File: config.mk
export PLATFORM = sky130hd
export DESIGN_NAME = mc_ctrl_int
export DESIGN_NICKNAME = d
export VERILOG_FILES = /design/src/rtl/mc_ctrl_int.sv
export SDC_FILE = /design/constraint.sdc
export NUM_CORES = 1
export LEC_CHECK = 0
export CORE_ASPECT_RATIO = 1.5
export CORE_UTILIZATION = 45
export CTS_CLUSTER_SIZE = 28
export DETAILED_ROUTE_END_ITERATION = 7
export GPL_TIMING_DRIVEN = 1
export PLACE_DENSITY = 0.95
export SYNTH_ARGS = -nofsm -noshare
export SYNTH_HDL_FRONTEND = slang
export SYNTH_SLANG_ARGS = --single-unit
File: constraint.sdc
create_clock -name clk -period 3.17 [get_ports clk]
set_input_delay 0.4755 -clock clk [delete_from_list [all_inputs] [get_ports clk]]
set_output_delay 0.4755 -clock clk [all_outputs]
set_load 0.05 [all_outputs]
File: src/rtl/mc_ctrl_int.sv
// Multicycle MIPS-subset control unit with memory wait-state timeout,
// vectored interrupt entry/return and overflow write suppression.
module mc_ctrl_int #(
  parameter int STATE_W    = 5,
  parameter int WAIT_MAX   = 16,
  parameter bit INT_EN_RST = 1'b1
) (
  input  logic               clk,
  input  logic               reset,
  input  logic [31:0]        Inst_in,
  input  logic               zero,
  input  logic               overflow,
  input  logic               MIO_ready,
  input  logic               INT,
  output logic               MemRead,
  output logic               MemWrite,
  output logic               CPU_MIO,
  output logic               IorD,
  output logic               IRWrite,
  output logic               RegWrite,
  output logic               ALUSrcA,
  output logic               PCWrite,
  output logic               PCWriteCond,
  output logic               Branch,
  output logic [1:0]         RegDst,
  output logic [1:0]         MemtoReg,
  output logic [1:0]         ALUSrcB,
  output logic [1:0]         PCSource,
  output logic [2:0]         ALU_operation,
  output logic               EPCWrite,
  output logic               VecSel,
  output logic               int_ack,
  output logic               bus_fault,
  output logic [STATE_W-1:0] state_out
);

  localparam int CNT_W = (WAIT_MAX > 1) ? $clog2(WAIT_MAX) : 1;

  localparam logic [2:0] ALU_AND = 3'b000;
  localparam logic [2:0] ALU_OR  = 3'b001;
  localparam logic [2:0] ALU_ADD = 3'b010;
  localparam logic [2:0] ALU_XOR = 3'b011;
  localparam logic [2:0] ALU_NOR = 3'b100;
  localparam logic [2:0] ALU_SRL = 3'b101;
  localparam logic [2:0] ALU_SUB = 3'b110;
  localparam logic [2:0] ALU_SLT = 3'b111;

  typedef enum logic [4:0] {
    S_IF    = 5'd0,  S_ID   = 5'd1,  S_MA   = 5'd2,  S_MRD  = 5'd3,
    S_MWB   = 5'd4,  S_MWR  = 5'd5,  S_EXR  = 5'd6,  S_WBR  = 5'd7,
    S_BEQ   = 5'd8,  S_BNE  = 5'd9,  S_J    = 5'd10, S_JAL  = 5'd11,
    S_JR    = 5'd12, S_EXI  = 5'd13, S_WBI  = 5'd14, S_LUI  = 5'd15,
    S_INT   = 5'd16, S_ERET = 5'd17, S_FAULT = 5'd18
  } state_t;

  state_t           r_state;
  state_t           w_state_next;
  state_t           w_done_next;
  logic [CNT_W-1:0] r_wait_cnt;
  logic             r_ie;
  logic             r_pending;
  logic             r_bus_fault;
  logic             w_wait_state;
  logic             w_timeout;
  logic             w_wait_inc;
  logic             w_take_int;
  logic [5:0]       w_op;
  logic [5:0]       w_funct;
  logic             w_unused_bits;

  assign w_op          = Inst_in[31:26];
  assign w_funct       = Inst_in[5:0];
  assign w_unused_bits = ^{zero, Inst_in[25:6]};

  assign w_wait_state = (r_state == S_IF) || (r_state == S_MRD) || (r_state == S_MWR);
  assign w_timeout    = w_wait_state && !MIO_ready && (r_wait_cnt == CNT_W'(WAIT_MAX - 1));
  assign w_wait_inc   = w_wait_state && !MIO_ready && !w_timeout;
  // A request arriving in the completion cycle itself is honoured immediately.
  assign w_done_next  = ((r_pending || INT) && r_ie) ? S_INT : S_IF;
  assign w_take_int   = (w_state_next == S_INT);

  always_comb begin
    w_state_next = S_IF;
    case (r_state)
      S_IF: begin
        if (MIO_ready)      w_state_next = S_ID;
        else if (w_timeout) w_state_next = S_FAULT;
        else                w_state_next = S_IF;
      end
      S_ID: begin
        case (w_op)
          6'h00:                      w_state_next = (w_funct == 6'h08) ? S_JR : S_EXR;
          6'h23, 6'h2B:               w_state_next = S_MA;
          6'h04:                      w_state_next = S_BEQ;
          6'h05:                      w_state_next = S_BNE;
          6'h02:                      w_state_next = S_J;
          6'h03:                      w_state_next = S_JAL;
          6'h08, 6'h0C, 6'h0D, 6'h0A: w_state_next = S_EXI;
          6'h0F:                      w_state_next = S_LUI;
          6'h10:                      w_state_next = (w_funct == 6'h18) ? S_ERET : S_IF;
          default:                    w_state_next = S_IF;
        endcase
      end
      S_MA:  w_state_next = (w_op == 6'h2B) ? S_MWR : S_MRD;
      S_MRD: begin
        if (MIO_ready)      w_state_next = S_MWB;
        else if (w_timeout) w_state_next = S_FAULT;
        else                w_state_next = S_MRD;
      end
      S_MWR: begin
        if (MIO_ready)      w_state_next = w_done_next;
        else if (w_timeout) w_state_next = S_FAULT;
        else                w_state_next = S_MWR;
      end
      S_EXR:   w_state_next = S_WBR;
      S_EXI:   w_state_next = S_WBI;
      S_MWB, S_WBR, S_WBI, S_LUI, S_BEQ, S_BNE,
      S_J, S_JAL, S_JR, S_ERET:
               w_state_next = w_done_next;
      S_INT:   w_state_next = S_IF;
      S_FAULT: w_state_next = S_FAULT;
      default: w_state_next = S_IF;
    endcase
  end

  always_ff @(posedge clk or negedge reset) begin
    if (!reset) begin
      r_state     <= S_IF;
      r_ie        <= INT_EN_RST;
      r_wait_cnt  <= '0;
      r_pending   <= 1'b0;
      r_bus_fault <= 1'b0;
    end else begin
      r_state    <= w_state_next;
      r_wait_cnt <= w_wait_inc ? (r_wait_cnt + CNT_W'(1)) : '0;
      if (w_timeout)
        r_bus_fault <= 1'b1;
      if (w_take_int)
        r_pending <= 1'b0;
      else if (INT)
        r_pending <= 1'b1;
      if (r_state == S_INT)
        r_ie <= 1'b0;
      else if (r_state == S_ERET)
        r_ie <= 1'b1;
    end
  end

  // Outputs are gated by reset so an access drops the moment reset asserts.
  always_comb begin
    MemRead       = 1'b0;
    MemWrite      = 1'b0;
    CPU_MIO       = 1'b0;
    IorD          = 1'b0;
    IRWrite       = 1'b0;
    RegWrite      = 1'b0;
    ALUSrcA       = 1'b0;
    PCWrite       = 1'b0;
    PCWriteCond   = 1'b0;
    Branch        = 1'b0;
    RegDst        = 2'b00;
    MemtoReg      = 2'b00;
    ALUSrcB       = 2'b00;
    PCSource      = 2'b00;
    ALU_operation = 3'b000;
    EPCWrite      = 1'b0;
    VecSel        = 1'b0;
    int_ack       = 1'b0;
    if (reset) begin
      case (r_state)
        S_IF: begin
          MemRead       = 1'b1;
          CPU_MIO       = 1'b1;
          ALUSrcB       = 2'b01;
          ALU_operation = ALU_ADD;
          IRWrite       = MIO_ready;
          PCWrite       = MIO_ready;
        end
        S_ID: begin
          ALUSrcB       = 2'b11;
          ALU_operation = ALU_ADD;
        end
        S_MA: begin
          ALUSrcA       = 1'b1;
          ALUSrcB       = 2'b10;
          ALU_operation = ALU_ADD;
        end
        S_MRD: begin
          MemRead = 1'b1;
          IorD    = 1'b1;
          CPU_MIO = 1'b1;
        end
        S_MWR: begin
          MemWrite = 1'b1;
          IorD     = 1'b1;
          CPU_MIO  = 1'b1;
        end
        S_MWB: begin
          RegWrite = 1'b1;
          MemtoReg = 2'b01;
        end
        S_EXR: begin
          ALUSrcA = 1'b1;
          case (w_funct)
            6'h20:   ALU_operation = ALU_ADD;
            6'h22:   ALU_operation = ALU_SUB;
            6'h24:   ALU_operation = ALU_AND;
            6'h25:   ALU_operation = ALU_OR;
            6'h27:   ALU_operation = ALU_NOR;
            6'h2A:   ALU_operation = ALU_SLT;
            6'h02:   ALU_operation = ALU_SRL;
            6'h26:   ALU_operation = ALU_XOR;
            default: ALU_operation = ALU_ADD;
          endcase
        end
        S_WBR: begin
          RegDst   = 2'b01;
          RegWrite = !(overflow && ((w_funct == 6'h20) || (w_funct == 6'h22)));
        end
        S_EXI: begin
          ALUSrcA = 1'b1;
          ALUSrcB = 2'b10;
          case (w_op)
            6'h0C:   ALU_operation = ALU_AND;
            6'h0D:   ALU_operation = ALU_OR;
            6'h0A:   ALU_operation = ALU_SLT;
            default: ALU_operation = ALU_ADD;
          endcase
        end
        S_WBI:   RegWrite = !(overflow && (w_op == 6'h08));
        S_LUI: begin
          RegWrite = 1'b1;
          MemtoReg = 2'b11;
        end
        S_BEQ, S_BNE: begin
          ALUSrcA       = 1'b1;
          ALU_operation = ALU_SUB;
          PCWriteCond   = 1'b1;
          PCSource      = 2'b01;
          Branch        = (r_state == S_BEQ);
        end
        S_J: begin
          PCWrite  = 1'b1;
          PCSource = 2'b10;
        end
        S_JAL: begin
          PCWrite  = 1'b1;
          PCSource = 2'b10;
          RegWrite = 1'b1;
          RegDst   = 2'b10;
          MemtoReg = 2'b10;
        end
        S_JR: begin
          PCWrite       = 1'b1;
          ALUSrcA       = 1'b1;
          ALU_operation = ALU_ADD;
        end
        S_INT: begin
          EPCWrite = 1'b1;
          PCWrite  = 1'b1;
          PCSource = 2'b11;
          VecSel   = 1'b1;
          int_ack  = 1'b1;
        end
        S_ERET: begin
          PCWrite  = 1'b1;
          PCSource = 2'b11;
        end
        default: ;
      endcase
    end
  end

  assign bus_fault = r_bus_fault;
  assign state_out = STATE_W'(r_state);

endmodule

==> results by group <==
GRT
  • Tot GR Track Use: 0.247
  • GR Overflow Total: 0
  • Antenna violations before repair: 0
  • Vias in the first global route: 1640
  • Largest net degree at the start of global routing: 22
  • First-pass GRT wire length: 7.05 mm

Flow run
  • Max-Cap Viols: 0

Cells and area
  • Area growth syn-to-layout: 48.0%
  • FILL cells: 256
  • NumNets Final: 307
  • ANT cells: 0
  • Finished Layout Cells: 307
  • Layout cells sized above 1: 0.176

Detailed routing
  • DR iter-0 viols: 150
  • Via Count: 1824
  • Antenna Nets Post-Route: 0
  • DRC errors left: 0
  • Vias/cell: 5.94
  • Average wire per standard cell: 14.0 um
  • Total Wirelength: 4.29 mm
  • First-pass DRT Iterations: 4

Setup path
  • Reg2Reg Launch Point: state_out[4]
  • Crit path launch type: primary input
  • CP endpoint kind: primary output
  • Critical Path AT: 2330 ps
  • Worst-path fanout max: 9
  • Critical path type: in2out
  • CP Capture Point: ALU_operation[1]
  • Internal reg-to-reg setup slack: 820 ps
  • Critical Path RT: 2690 ps
  • CP startpoint: Inst_in[30]
  • Path depth of the worst reg2reg path: 6
  • FF-to-FF End: r_pending

Power and ir drop
  • Combinational share of power: 0.576
  • Switching Power: 0.377 mW
  • Switching share of power: 0.444
  • Flop pwr share: 0.233
  • Power Dens Cells: 388 nW/um^2
  • Total internal power: 0.472 mW
  • Worst vdd ir: 0.000262 V
  • Leak: 0.874 nW
  • Clk pwr share: 0.191

Place
  • Port bufs: 46
  • GPL Wtd Cong: 0.931
  • Placed cell count: 303
  • Detail Placement HPWL: 3.28 mm

Yosys
  • Post-synth EDFFs: 0
  • Mapped Area: 1480 sq um
  • Synth area leaders: dfrtp_1, nor2_1, a21oi_1
  • Syn_area_per_cell: 6.44 sq um
  • Synthesized net count: 269
  • Count leader, synth: nor2_1
  • Post-synthesis cell type count: 49
  • Ys Warns: 0
  • Fraction of registers with async set/reset: 1.00
  • Post-synth top flop: dfrtp_1
  • Area fraction of the dominant cell type after synthesis: 0.186
  • #FFs+latches synth: 12
  • Synthesized instance count: 230
  • Sequential share of the synthesized area: 0.204
  • Synth top cells by count: nor2_1, nand2_1, a21oi_1
  • Area leader, netlist: dfrtp_1

Clock tree
  • H-tree lvl count: 1
  • Clock tree buffer depth: 2
  • Hold Buf Count CTS: 0
  • Clk slew on worst S/H paths: 50 ps
  • # Post-CTS Setup Buffers: 0
  • Num Clock Sinks: 12
  • Num CTS Buffers: 3
  • Clock Latency Late Sink: 240 ps
  • TritonCTS clock tree: done
  • Clk root buf: clkbuf_8
  • Post_cts resized: 0

Timing
  • Post-route minimum period: 2810 ps
  • Setup TNS: 0 ps
  • Slew headroom: 0.516
  • Final setup violation count: 0
  • Skew final: 1.30 ps
  • Slew Limit Fails: 0
  • Peak Freq: 356 MHz
  • RSZ-0062 raised after global routing: no
  • Final hold viol count: 0
  • Measured slew at the worst slew-check pin: 726 ps
  • Final period util: 0.886

Outcome
  • Status: completed

Floorplanning
  • Rows: 25
  • Initial Util: 0.469
  • Die area: 3530 sq um
  • Die height: 72.3 um
  • # IOs: 68
  • Area of the core: 3160 sq um
  • Die X: 48.8 um

Hold path
  • Min-Delay Path Class: reg2reg
routing by layer:
| metal | vias to the layer above | GRT usage | wire (um) |
|---|---|---|---|
| li1 | 890 | - | - |
| met1 | 847 | 0.280 | 1670 |
| met2 | 80 | 0.478 | 2330 |
| met3 | 7 | 0.0273 | 254 |
| met4 | 0 | 0.0686 | 34 |
| met5 | - | 0 | 0 |
flip-flops by register name (all words and copies together) (netlist names):
| signal | flops |
|---|---|
| bus_fault | 1 |
| r_ie | 1 |
| r_pending | 1 |
| r_wait_cnt | 4 |
| state_out | 5 |
placed cells by master, fill, tap and decap left out, types with 4 or more instances in the layout:
master,n
nor2_1,33
clkdlybuf4s50_1,22
nand2_1,19
a21oi_1,18
buf_12,18
nand3_1,15
o21ai_0,15
buf_4,14
nor3_1,12
dfrtp_1,11
nand4_1,7
inv_1,6
xnor2_1,6
nand2b_1,6
nor2b_1,5
and3_1,5
o22ai_1,4
o21ai_1,4
clkbuf_8,4
power by group through the flow:
stage	sequential, mW	clock (mW)	combinational (mW)
after floorplan	0.210	0	0.303
after global placement	0.199	0	0.478
after detailed placement	0.200	0	0.484
after CTS	0.198	0.164	0.487
after global routing	0.201	0.177	0.521
final	0.198	0.162	0.490
logic make-up (layout without fill, tap and decap cells):
kind of cell | Yosys count | after routing | share of synthesized area
multiplexers | 1 | 1 | 0.00676
flip-flops | 12 | 12 | 0.204
buffers and inverters | 30 | 67 | 0.0853
adder cells (fa/ha/maj) | 1 | 1 | 0.00844
AND/OR/NAND/NOR | 119 | 119 | 0.405
XOR/XNOR | 7 | 7 | 0.0414
AO/OA/AOI/OAI | 60 | 60 | 0.250
cell type report:
type | count | area [sq um] | share of cell area
multi-input combinational | 188 | 1070 | 0.486
tap | 40 | 50.0 | 0.0228
sequential | 12 | 302 | 0.138
timing repair buffer | 54 | 686 | 0.313
inverter | 9 | 33.8 | 0.0154
clock buffer | 4 | 55.1 | 0.0251
stage by stage:
step	area [sq um]	hold WS (ps)	power [mW]	util	setup WS, ps
after global routing	2190	488	0.899	0.694	300
after CTS	2190	464	0.849	0.694	375
after detailed placement	2140	451	0.684	0.676	378
after global placement	2140	448	0.678	0.676	427
after floorplan	1490	180	0.513	-	217
final	2190	463	0.850	0.694	361
worst max-delay path, stage by stage:
cell and delay (ps):
clkdlybuf4s50_1 510, nor2_1 470, nand4_1 160, a32oi_1 210
o22ai_1 100, and2_1 200, buf_4 190
worst min-delay path by stage:
stage / startpoint / depth (start not counted) / slack (ps) / end
3_3_place_gp: r_wait_cnt[0] / 1 / 450 / r_wait_cnt[0]
6_report: r_wait_cnt[0] / 1 / 460 / r_wait_cnt[0]
2_1_floorplan: reset / 0 / 180 / bus_fault
3_5_place_dp: bus_fault / 1 / 450 / bus_fault
5_1_grt: r_wait_cnt[0] / 1 / 490 / r_wait_cnt[0]
4_1_cts: r_wait_cnt[0] / 1 / 460 / r_wait_cnt[0]
Note: power is estimated with default switching activity, not from simulation.
